$ cat config.mk
export PLATFORM = sky130hd
export DESIGN_NAME = pipe_hazard_ctrl_flat
export DESIGN_NICKNAME = d
export VERILOG_FILES = /design/src/rtl/pipe_hazard_ctrl_if.sv /design/src/rtl/pipe_hazard_ctrl.sv /design/src/flat_wrapper.sv
export SDC_FILE = /design/constraint.sdc
export NUM_CORES = 1
export LEC_CHECK = 0
export CAP_MARGIN = 20
export CORE_MARGIN = 8
export CORE_UTILIZATION = 44
export CTS_CLUSTER_DIAMETER = 60
export DETAILED_ROUTE_END_ITERATION = 10
export HOLD_SLACK_MARGIN = 0.05
export PLACE_DENSITY_LB_ADDON = 0.3
export SLEW_MARGIN = 30
export SYNTH_ARGS = -nofsm -noshare
export SYNTH_HDL_FRONTEND = slang
export SYNTH_SLANG_ARGS = --single-unit
export TNS_END_PERCENT = 30
$ cat constraint.sdc
create_clock -name clk -period 5.2 [get_ports clk]
set_input_delay 1.04 -clock clk [delete_from_list [all_inputs] [get_ports clk]]
set_output_delay 1.04 -clock clk [all_outputs]
set_load 0.01 [all_outputs]
$ cat src/rtl/pipe_hazard_ctrl_if.sv
`default_nettype none
// ============================================================================
//  Module      : pipe_hazard_ctrl_if
//  Description : Bundle of the hazard-control signals. The pipeline datapath
//                is the master: it drives decode and ID/EX fields and consumes
//                enables and flushes. The hazard controller is the slave.
//  Revision    : 1.0  initial release
// ============================================================================
interface pipe_hazard_ctrl_if #(
    parameter int PC_W = 8
);
    // IF/ID decode fields
    logic [4:0]      id_rs;
    logic [4:0]      id_rt;
    logic            id_uses_rt;
    logic            id_is_muldiv;
    // ID/EX fields
    logic            ex_mem_read;
    logic [4:0]      ex_rt;
    logic            ex_exception;
    logic [PC_W-1:0] ex_pc;
    // Exception handler acknowledge
    logic            exc_ack;
    // Pipeline control outputs
    logic            pc_write;
    logic            ifid_write;
    logic            idex_bubble;
    logic            flush_ifid;
    logic            flush_idex;
    logic            flush_exmem;
    logic            pc_sel_exc;
    logic [PC_W-1:0] exc_vector;
    logic [PC_W-1:0] epc;
    logic            epc_valid;
    logic            muldiv_busy;

    modport master (
        output id_rs, id_rt, id_uses_rt, id_is_muldiv,
        output ex_mem_read, ex_rt, ex_exception, ex_pc, exc_ack,
        input  pc_write, ifid_write, idex_bubble,
        input  flush_ifid, flush_idex, flush_exmem,
        input  pc_sel_exc, exc_vector, epc, epc_valid, muldiv_busy
    );

    modport slave (
        input  id_rs, id_rt, id_uses_rt, id_is_muldiv,
        input  ex_mem_read, ex_rt, ex_exception, ex_pc, exc_ack,
        output pc_write, ifid_write, idex_bubble,
        output flush_ifid, flush_idex, flush_exmem,
        output pc_sel_exc, exc_vector, epc, epc_valid, muldiv_busy
    );
endinterface
`default_nettype wire

$ cat src/rtl/pipe_hazard_ctrl.sv
`default_nettype none
// ============================================================================
//  Module      : pipe_hazard_ctrl
//  Description : 5-stage pipeline hazard controller. Generates PC/IF/ID write
//                enables, ID/EX bubbles and stage flushes for load-use stalls,
//                multi-cycle mul/div issue holds and exception flushes, and
//                captures the faulting PC (EPC).
//  Revision    : 1.0  initial release
// ============================================================================
module pipe_hazard_ctrl #(
    parameter int              PC_W             = 8,
    parameter int              MULDIV_CYCLES    = 4,     // 2..15
    parameter int              EXC_FLUSH_CYCLES = 2,     // 1..7
    parameter logic [PC_W-1:0] EXC_VECTOR       = 8'h80
) (
    input  wire logic             clk,
    input  wire logic             rst_n,
    pipe_hazard_ctrl_if.slave     bus
);

    typedef enum logic [1:0] {
        ST_RUN    = 2'd0,
        ST_MULDIV = 2'd1,
        ST_EXCF   = 2'd2
    } state_t;

    // Counter reload values: the entry cycle itself is the first stall/flush
    localparam logic [3:0] c_muldiv_load = 4'(MULDIV_CYCLES - 1);
    localparam logic [3:0] c_exc_load    = 4'(EXC_FLUSH_CYCLES - 1);

    state_t          r_state;
    state_t          w_state_nxt;
    logic [3:0]      r_cnt;
    logic [3:0]      w_cnt_nxt;
    logic [PC_W-1:0] r_epc;
    logic            r_epc_valid;

    logic w_load_use;
    logic w_take_exc;
    logic w_pc_write;
    logic w_ifid_write;
    logic w_idex_bubble;
    logic w_flush_ifid;
    logic w_flush_idex;
    logic w_flush_exmem;
    logic w_pc_sel_exc;
    logic w_muldiv_busy;

    // Load in ID/EX whose destination is a source of the IF/ID instruction
    assign w_load_use = bus.ex_mem_read && (bus.ex_rt != 5'd0) &&
                        ((bus.ex_rt == bus.id_rs) ||
                         (bus.id_uses_rt && (bus.ex_rt == bus.id_rt)));

    // Next-state and output decode; exception beats load-use beats mul/div
    always_comb begin
        w_state_nxt   = r_state;
        w_cnt_nxt     = r_cnt;
        w_take_exc    = 1'b0;
        w_pc_write    = 1'b1;
        w_ifid_write  = 1'b1;
        w_idex_bubble = 1'b0;
        w_flush_ifid  = 1'b0;
        w_flush_idex  = 1'b0;
        w_flush_exmem = 1'b0;
        w_pc_sel_exc  = 1'b0;
        w_muldiv_busy = 1'b0;

        case (r_state)
            ST_RUN: begin
                if (bus.ex_exception) begin
                    w_take_exc = 1'b1;
                end else if (w_load_use) begin
                    // Single bubble: the load leaves ID/EX next cycle
                    w_pc_write    = 1'b0;
                    w_ifid_write  = 1'b0;
                    w_idex_bubble = 1'b1;
                end else if (bus.id_is_muldiv) begin
                    w_pc_write    = 1'b0;
                    w_ifid_write  = 1'b0;
                    w_idex_bubble = 1'b1;
                    w_muldiv_busy = 1'b1;
                    w_cnt_nxt     = c_muldiv_load;
                    w_state_nxt   = ST_MULDIV;
                end
            end
            ST_MULDIV: begin
                if (bus.ex_exception) begin
                    w_take_exc = 1'b1;
                end else if (r_cnt != 4'd0) begin
                    w_pc_write    = 1'b0;
                    w_ifid_write  = 1'b0;
                    w_idex_bubble = 1'b1;
                    w_muldiv_busy = 1'b1;
                    w_cnt_nxt     = r_cnt - 4'd1;
                end else begin
                    // Release: the mul/div enters ID/EX at this edge
                    w_state_nxt = ST_RUN;
                end
            end
            ST_EXCF: begin
                // ex_exception is ignored: its source stage is being flushed
                w_ifid_write = 1'b0;
                w_flush_ifid = 1'b1;
                w_flush_idex = 1'b1;
                if (r_cnt != 4'd0) begin
                    w_cnt_nxt = r_cnt - 4'd1;
                end else begin
                    w_state_nxt = ST_RUN;
                end
            end
            default: begin
                w_state_nxt = ST_RUN;
                w_cnt_nxt   = 4'd0;
            end
        endcase

        if (w_take_exc) begin
            w_pc_write    = 1'b1;
            w_ifid_write  = 1'b0;
            w_idex_bubble = 1'b0;
            w_muldiv_busy = 1'b0;
            w_flush_ifid  = 1'b1;
            w_flush_idex  = 1'b1;
            w_flush_exmem = 1'b1;
            w_pc_sel_exc  = 1'b1;
            w_cnt_nxt     = c_exc_load;
            w_state_nxt   = ST_EXCF;
        end

        // Hold the pipeline frozen with a bubble while reset is asserted
        if (!rst_n) begin
            w_pc_write    = 1'b0;
            w_ifid_write  = 1'b0;
            w_idex_bubble = 1'b1;
            w_flush_ifid  = 1'b0;
            w_flush_idex  = 1'b0;
            w_flush_exmem = 1'b0;
            w_pc_sel_exc  = 1'b0;
            w_muldiv_busy = 1'b0;
        end
    end

    // State and hold/flush counter register
    always_ff @(posedge clk or negedge rst_n) begin
        if (!rst_n) begin
            r_state <= ST_RUN;
            r_cnt   <= 4'd0;
        end else begin
            r_state <= w_state_nxt;
            r_cnt   <= w_cnt_nxt;
        end
    end

    // EPC capture; exception entry wins over a simultaneous acknowledge
    always_ff @(posedge clk or negedge rst_n) begin
        if (!rst_n) begin
            r_epc       <= '0;
            r_epc_valid <= 1'b0;
        end else if (w_take_exc) begin
            r_epc       <= bus.ex_pc;
            r_epc_valid <= 1'b1;
        end else if (bus.exc_ack) begin
            r_epc_valid <= 1'b0;
        end
    end

    assign bus.pc_write    = w_pc_write;
    assign bus.ifid_write  = w_ifid_write;
    assign bus.idex_bubble = w_idex_bubble;
    assign bus.flush_ifid  = w_flush_ifid;
    assign bus.flush_idex  = w_flush_idex;
    assign bus.flush_exmem = w_flush_exmem;
    assign bus.pc_sel_exc  = w_pc_sel_exc;
    assign bus.muldiv_busy = w_muldiv_busy;
    assign bus.exc_vector  = EXC_VECTOR;
    assign bus.epc         = r_epc;
    assign bus.epc_valid   = r_epc_valid;

endmodule
`default_nettype wire

$ cat src/flat_wrapper.sv
// flat-port wrapper written by rule: the top's interface ports become plain ports
module pipe_hazard_ctrl_flat 
#(
    parameter int              PC_W             = 8,
    parameter int              MULDIV_CYCLES    = 4,             
    parameter int              EXC_FLUSH_CYCLES = 2,            
    parameter logic [PC_W-1:0] EXC_VECTOR       = 8'h80
)
  (clk, rst_n, bus_id_rs, bus_id_rt, bus_id_uses_rt, bus_id_is_muldiv, bus_ex_mem_read, bus_ex_rt, bus_ex_exception, bus_ex_pc, bus_exc_ack, bus_pc_write, bus_ifid_write, bus_idex_bubble, bus_flush_ifid, bus_flush_idex, bus_flush_exmem, bus_pc_sel_exc, bus_exc_vector, bus_epc, bus_epc_valid, bus_muldiv_busy);
  pipe_hazard_ctrl_if #(.PC_W(PC_W)) bus_i ();
  input  wire logic clk;
  input  wire logic rst_n;
  input wire logic [$bits(bus_i.id_rs)-1:0] bus_id_rs;
  input wire logic [$bits(bus_i.id_rt)-1:0] bus_id_rt;
  input wire logic [$bits(bus_i.id_uses_rt)-1:0] bus_id_uses_rt;
  input wire logic [$bits(bus_i.id_is_muldiv)-1:0] bus_id_is_muldiv;
  input wire logic [$bits(bus_i.ex_mem_read)-1:0] bus_ex_mem_read;
  input wire logic [$bits(bus_i.ex_rt)-1:0] bus_ex_rt;
  input wire logic [$bits(bus_i.ex_exception)-1:0] bus_ex_exception;
  input wire logic [$bits(bus_i.ex_pc)-1:0] bus_ex_pc;
  input wire logic [$bits(bus_i.exc_ack)-1:0] bus_exc_ack;
  output wire logic [$bits(bus_i.pc_write)-1:0] bus_pc_write;
  output wire logic [$bits(bus_i.ifid_write)-1:0] bus_ifid_write;
  output wire logic [$bits(bus_i.idex_bubble)-1:0] bus_idex_bubble;
  output wire logic [$bits(bus_i.flush_ifid)-1:0] bus_flush_ifid;
  output wire logic [$bits(bus_i.flush_idex)-1:0] bus_flush_idex;
  output wire logic [$bits(bus_i.flush_exmem)-1:0] bus_flush_exmem;
  output wire logic [$bits(bus_i.pc_sel_exc)-1:0] bus_pc_sel_exc;
  output wire logic [$bits(bus_i.exc_vector)-1:0] bus_exc_vector;
  output wire logic [$bits(bus_i.epc)-1:0] bus_epc;
  output wire logic [$bits(bus_i.epc_valid)-1:0] bus_epc_valid;
  output wire logic [$bits(bus_i.muldiv_busy)-1:0] bus_muldiv_busy;
  assign bus_i.id_rs = bus_id_rs;
  assign bus_i.id_rt = bus_id_rt;
  assign bus_i.id_uses_rt = bus_id_uses_rt;
  assign bus_i.id_is_muldiv = bus_id_is_muldiv;
  assign bus_i.ex_mem_read = bus_ex_mem_read;
  assign bus_i.ex_rt = bus_ex_rt;
  assign bus_i.ex_exception = bus_ex_exception;
  assign bus_i.ex_pc = bus_ex_pc;
  assign bus_i.exc_ack = bus_exc_ack;
  assign bus_pc_write = bus_i.pc_write;
  assign bus_ifid_write = bus_i.ifid_write;
  assign bus_idex_bubble = bus_i.idex_bubble;
  assign bus_flush_ifid = bus_i.flush_ifid;
  assign bus_flush_idex = bus_i.flush_idex;
  assign bus_flush_exmem = bus_i.flush_exmem;
  assign bus_pc_sel_exc = bus_i.pc_sel_exc;
  assign bus_exc_vector = bus_i.exc_vector;
  assign bus_epc = bus_i.epc;
  assign bus_epc_valid = bus_i.epc_valid;
  assign bus_muldiv_busy = bus_i.muldiv_busy;
  pipe_hazard_ctrl #(.PC_W(PC_W), .MULDIV_CYCLES(MULDIV_CYCLES), .EXC_FLUSH_CYCLES(EXC_FLUSH_CYCLES), .EXC_VECTOR(EXC_VECTOR)) u_core (.clk(clk), .rst_n(rst_n), .bus(bus_i));
endmodule
==> out/qor.yml, run 1 <==
ios: 55
criticalPathCategory: "in2out"
grt_antenna_before_repair: 0
maxSlewViolCount: 0
maxSlewHeadroom: 0.4769
wirelength_mm: 3.176
cts_hold_buffers: 0
num_vias: 1131
crit_chain: "clkdlybuf4s50_1, or4_4, o21ai_4, o211ai_1, a211oi_1, clkdlybuf4s50_1"
slowest_delay_ns: 0.58
max_cap_violations: 0
rsz0062_at_grt: "false"
fin_crit_ns: 4.289
worstPathArrival_ns: 3.25
start_kind: "input pin"
fin_tns_setup_ns: 0
port_buffers: 46
numCtsBuffers: 3
crit_family: "buffers and inverters"
holdPathStages: 2
nNetsFinal: 220
core_area_mm2: 0.002477
reg2reg_from: "u_core.r_state[1]"
synth_top_area_cell: "dfrtp_1"
clockPowerShare: 0.091
internal-power_mw: 0.4173
rows: 18
grt_start_max_net_pins: 20
grt_pass1_wl_mm: 5.085
dpl-instance-area_mm2: 0.001598
netlist_top_cells_count: "31 x nand2_1, 15 x dfrtp_1, 10 x buf_4"
ys_async_sr_fraction: 1.000
synth_area_mm2: 0.001157
h-tree-depth: 1
ant_nets: 0
die_area_mm2: 0.004527
synthCells: 140
setup-violations-final: 0
power_frac_seq: 0.289
place_hpwl_mm: 2.623
insertion_delay_ns: 0.28
cp_slowest_cell: "or4_4"
cts.repair.resized: 0
layout-drive-gt1-share: 0.06522
pre_cts_slack_ns: 0.8946
ir_worst_vdd_mv: 0.2843
setup.worst_path.start: "bus_ex_rt[1]"
outcome: "finished, final reports clean"
cp.depth: 6
power.net_switching_mw: 0.3138
max_clock_freq_mhz: 233.2
syn_area_per_cell_um2: 8.267
die_x_um: 67.29
crit_end: "bus_muldiv_busy"
synth_ff_type: "dfrtp_1"
cts_tree: "done"
required_ns: 4.16
power_frac_comb: 0.620
clkSinkCount: 15
synth_top_area_frac: 0.3243
via_per_inst: 5.285
clockBufferDepth: 2
die_y_um: 67.29
fillers: 213
hold_viol: 0
hold_class: "reg2reg"
skew_ns: 0.003990
reg2reg_to: "u_core.r_cnt[3]"
leakagePower_nw: 0.7142
cts.reportedPaths.clkPinSlew_ns: 0.09
yosysSeqAreaShare: 0.3243
drc: 0
yosys_warnings: 0
postCtsSetupBuffers: 0
r2r_cells: 6
end_kind: "output port"
tightest_slew_ns: 0.7829
post-route-period-util: 0.8248
crit_fanout: 8
fin_ws_ns: 0.9112
synth_area_leaders: "dfrtp_1 32%, nand2_1 10%, xor2_1 6.8%"
gp_congestion: 0.8006
grt_usage: 0.1432
post-synth-top-count-cell: "nand2_1"
final_core_util: 0.6571
synth_cell_types: 38
wl_per_cell_um: 14.84
fin_cells: 214
dpl.cell_count: 210
cts-root-buf: "clkbuf_4"
p_sw_frac: 0.4293
synth_edf_count: 0
power.density_mw_per_mm2: 449.1
antenna_cells: 0
final_area_mm2: 0.001628
area_growth_pct: 40.65
start_util: 0.4672
regToRegSetupSlack_ns: 2.65
grt_pass1_vias: 1160
ys_ff_latch: 15
overflow: 0
drt_first_pass_iters: 4
crit_top_cell: "clkdlybuf4s50_1"
drt-initial-drc-count: 46
crit_buf_inv: 2
## how the worst min path moves through the flow
stage                            from                end  slack (ns)
global route        u_core.bus.epc[5]  u_core.bus.epc[5]        0.50
global placement    u_core.bus.epc[5]  u_core.bus.epc[5]        0.46
floorplan             u_core.r_cnt[0]    u_core.r_cnt[0]        0.47
finish              u_core.bus.epc[5]  u_core.bus.epc[5]        0.48
detailed placement  u_core.bus.epc[5]  u_core.bus.epc[5]        0.46
CTS                 u_core.bus.epc[5]  u_core.bus.epc[5]        0.48
## kinds of logic (layout without fill, tap and decap cells)
logic type,count (synthesis),count (layout),synth area share
AND/OR/NAND/NOR,54,54,0.2086
AO/OA/AOI/OAI,29,29,0.1914
buffers and inverters,22,60,0.1049
flip-flops,15,15,0.3243
XOR/XNOR,10,10,0.07568
adder cells (fa/ha/maj),5,5,0.05405
multiplexers,3,3,0.03460
other,2,8,0.006489
## cell usage in the layout (no fill, tap or decap), types with 2 or more instances in the layout
cell type,Yosys,final
nand2_1,31,31
o211ai_1,3,3
ha_1,5,5
conb_1,2,8
nor2_1,7,7
xor2_1,9,9
or3_1,2,2
nor3_1,7,7
clkbuf_4,0,3
clkdlybuf4s50_1,0,46
a21oi_1,4,4
nor2b_1,2,2
a211oi_1,3,3
mux2_4,2,2
a31oi_1,3,3
inv_1,9,9
o21ai_0,4,4
dfrtp_1,15,15
## worst register-to-register path, delay by kind of cell (launching register included)
kind,cells,cell delay [ns]
AO/OA/AOI/OAI,1,0.23
adder cells (fa/ha/maj),1,0.33
buffers and inverters,1,0.14
flip-flops,1,0.43
multiplexers,1,0.32
AND/OR/NAND/NOR,2,1.00
## area by class of cell
cell class,count,area (um2),share of cell area
flip-flops and latches,15,375.4,0.2306
inverters,9,33.78,0.02075
repair buffers,47,467.9,0.2875
well taps,30,37.54,0.02306
multi-input cells,109,686.9,0.4220
clock buffers,4,26.28,0.01614
## per-layer routing
| layer | vias to the layer above | global-route usage | wire (um) |
|---|---|---|---|
| met3 | 7 | 0.03642 | 340 |
| met1 | 501 | 0.1537 | 1223 |
| met5 | - | 0 | 0 |
| met2 | 68 | 0.2593 | 1542 |
| met4 | 0 | 0.06266 | 70 |
| li1 | 555 | - | - |
## power by group through the flow
stage | Combinational (mW) | Clock, mW | Sequential (mW)
floorplan | 0.263 | 0 | 0.223
global placement | 0.439 | 0 | 0.209
detailed placement | 0.448 | 0 | 0.214
CTS | 0.450 | 0.0693 | 0.212
global route | 0.503 | 0.0753 | 0.220
finish | 0.453 | 0.0668 | 0.211
## stage by stage
stage | hold WS [ns] | power (mW)
global route | 0.4982 | 0.7980
floorplan | 0.4710 | 0.4869
global placement | 0.4559 | 0.6477
detailed placement | 0.4614 | 0.6616
finish | 0.4803 | 0.7311
CTS | 0.4847 | 0.7312
## sequential cells by signal, indices dropped and copies added, names as in the netlist
register,count
u_core.bus.epc_valid,1
u_core.bus.epc,8
u_core.r_cnt,4
u_core.r_state,2
(Power assumes the default switching activity.)
==> run 2, diff against run 1 <==
--- a/config.mk
+++ b/config.mk
@@ -7,7 +7,7 @@
 export LEC_CHECK = 0
 export CAP_MARGIN = 20
 export CORE_MARGIN = 8
-export CORE_UTILIZATION = 44
+export CORE_UTILIZATION = 37
 export CTS_CLUSTER_DIAMETER = 60
 export DETAILED_ROUTE_END_ITERATION = 10
 export HOLD_SLACK_MARGIN = 0.05
==> constraint.sdc (replaced) <==
create_clock -name clk -period 3.62 [get_ports clk]
set_input_delay 0.724 -clock clk [delete_from_list [all_inputs] [get_ports clk]]
set_output_delay 0.724 -clock clk [all_outputs]
set_load 0.01 [all_outputs]
==> run 2 against run 1 <==
  * Combinational power is 49% higher
  * Clock skew is 0.0048 ns higher
  * Via count is 0.18% higher
  * First-iteration DRC count is 46% lower
  * Sequential power is 44% higher
  * Sequential share of layout area is 0.62 points lower
  * Global-route usage is 2.3 points lower
==> out/qor.yml, run 2 (synthesis gave the netlist of run 1 again) <==
ir_worst_vdd_mv: 0.1909  # -33%
core_area_mm2: 0.003003  # +21%
crit_fanout: 4  # -4
start_kind: "input pin"
dpl-instance-area_mm2: 0.001639  # +2.6%
max_cap_violations: 0  # unchanged
post-route-period-util: 0.9645
grt_pass1_wl_mm: 5.002  # -1.6%
grt_antenna_before_repair: 0  # unchanged
rsz0062_at_grt: "false"
outcome: "finished, final reports clean"
die_area_mm2: 0.005174  # +14%
required_ns: 2.90  # -1.26 ns
grt_usage: 0.1198  # -0.02338
port_buffers: 46  # unchanged
place_hpwl_mm: 2.705  # +3.1%
cts.reportedPaths.clkPinSlew_ns: 0.08  # about the same
hold_class: "reg2reg"
layout-drive-gt1-share: 0.08995  # +0.02473
cp_slowest_cell: "clkdlybuf4s50_1"
cts_tree: "done"
fin_tns_setup_ns: 0  # unchanged
setup-violations-final: 0  # unchanged
ios: 55  # unchanged
skew_ns: 0.008801  # +0.004811 ns
drt_first_pass_iters: 6  # +2
crit_top_cell: "clkdlybuf4s50_1"
end_kind: "output port"
slowest_delay_ns: 0.53  # -0.05 ns
maxSlewHeadroom: 0.5939  # +0.1170
pre_cts_slack_ns: -0.01062  # -0.9052 ns
clkSinkCount: 15  # unchanged
gp_congestion: 0.8232  # +2.8%
die_x_um: 71.93  # +6.9%
hold_viol: 0  # unchanged
h-tree-depth: 1  # unchanged
fin_ws_ns: 0.1285  # -0.7827 ns
tightest_slew_ns: 0.6078  # -0.1751 ns
antenna_cells: 0  # unchanged
area_growth_pct: 44.54
grt_start_max_net_pins: 15  # -25%
fillers: 292  # +37%
ant_nets: 0  # unchanged
largest_register_ffs: 8  # unchanged
die_y_um: 71.93  # +6.9%
via_per_inst: 5.104  # -3.4%
drc: 0  # unchanged
clockBufferDepth: 2  # unchanged
rows: 20  # +2
crit_family: "buffers and inverters"
leakagePower_nw: 0.7581  # +6.1%
overflow: 0  # unchanged
criticalPathCategory: "in2out"
final_area_mm2: 0.001673  # +2.8%
total_power_mw: 1.071  # +46%
maxSlewViolCount: 0  # unchanged
numCtsBuffers: 3  # unchanged
drt-initial-drc-count: 25  # -46%
nNetsFinal: 225  # +2.3%
grt_pass1_vias: 1150  # -0.86%
final_common_cell: "clkdlybuf4s50_1"
insertion_delay_ns: 0.28  # about the same
mostFrequentLayoutCells: "44 x clkdlybuf4s50_1, 31 x nand2_1, 15 x dfrtp_1, 9 x inv_1, 9 x xor2_1"
wirelength_mm: 3.188  # +0.38%
crit_chain: "clkdlybuf4s50_1, xor2_1, nor4_2, a32oi_2, o21ai_1, a21o_1, clkdlybuf4s50_1"
cts-root-buf: "clkbuf_4"
final_core_util: 0.5571  # -0.09999
power.density_mw_per_mm2: 640.1  # +43%
crit_buf_inv: 2  # unchanged
fin_crit_ns: 3.492
worstPathArrival_ns: 2.77  # -0.48 ns
wl_per_cell_um: 14.36  # -3.2%
num_vias: 1133  # +0.18%
start_util: 0.3854  # -0.08176
max_clock_freq_mhz: 286.4
==> run 2: cell count changes in the layout (fill, tap and decap cells not counted), sizes merged <==
cell           before  now
clkdlybuf4s50      46   44
dlygate4sd2         0    1
dlymetal6s2s        0    1
buf                 1    6
==> run 2: power breakdown <==
| part | switching (mW) | internal (mW) | total (mW) | leakage, nW |
|---|---|---|---|---|
| clock | 0.0515 | 0.0428 | 0.0943 | 0.0150 |
| combinational | 0.345 | 0.329 | 0.673 | 0.556 |
| sequential | 0.0560 | 0.247 | 0.303 | 0.187 |
==> run 2: per-layer routing <==
layer / global-route usage / part of all wire
met1: 0.1207 / 0.40
met2: 0.2055 / 0.47
met3: 0.05096 / 0.10
met4: 0.06349 / 0.023
met5: 0 / 0
==> run 2: worst min-delay path: cells and delay by family, from the launching register on <==
family	cells	cell delay, ns
and+or+nand+nor	2	0.11
DFF	1	0.34
==> run 2: cell type report <==
class | count | area [um2] | share of cell area
well taps | 33 | 41.29 | 0.02468
clock buffers | 4 | 26.28 | 0.01571
flip-flops and latches | 15 | 375.4 | 0.2244
repair buffers | 52 | 506.7 | 0.3029
inverters | 9 | 33.78 | 0.02019
multi-input cells | 109 | 689.4 | 0.4121
==> run 2: repair_timing <==
| item | in CTS | in global routing |
|---|---|---|
| endpoints found under the setup margin | 1 | 3 |
| pin swaps | 0 | 1 |
| hold buffers | 0 | 0 |
| cloned | 0 | 0 |
| resized for setup | 1 | 3 |
| setup buffers | 0 | 0 |
==> run 2: stage by stage <==
step / instances / hold slack, ns
3_5_place_dp: 218 / 0.4616
6_report: 222 / 0.4768
5_1_grt: 222 / 0.4992
2_1_floorplan: 146 / 0.4284
4_1_cts: 222 / 0.4820
3_3_place_gp: 218 / 0.4579
==> run 2: path summary, 6_finish.rpt <==
check	slack, ns	depth (start not counted)	from	end
worst min-delay path	0.48	2	u_core.bus.epc[3]	u_core.bus.epc[3]
min in group asynchronous	0.68	1	rst_n	u_core.r_state[1]
max in group asynchronous	2.46	2	rst_n	u_core.bus.epc[1]
worst min register to register	0.48	2	u_core.bus.epc[3]	u_core.bus.epc[3]
worst max-delay path	0.13	7	bus_ex_rt[2]	bus_idex_bubble
worst max register to register	1.34	7	u_core.r_state[1]	u_core.r_cnt[3]
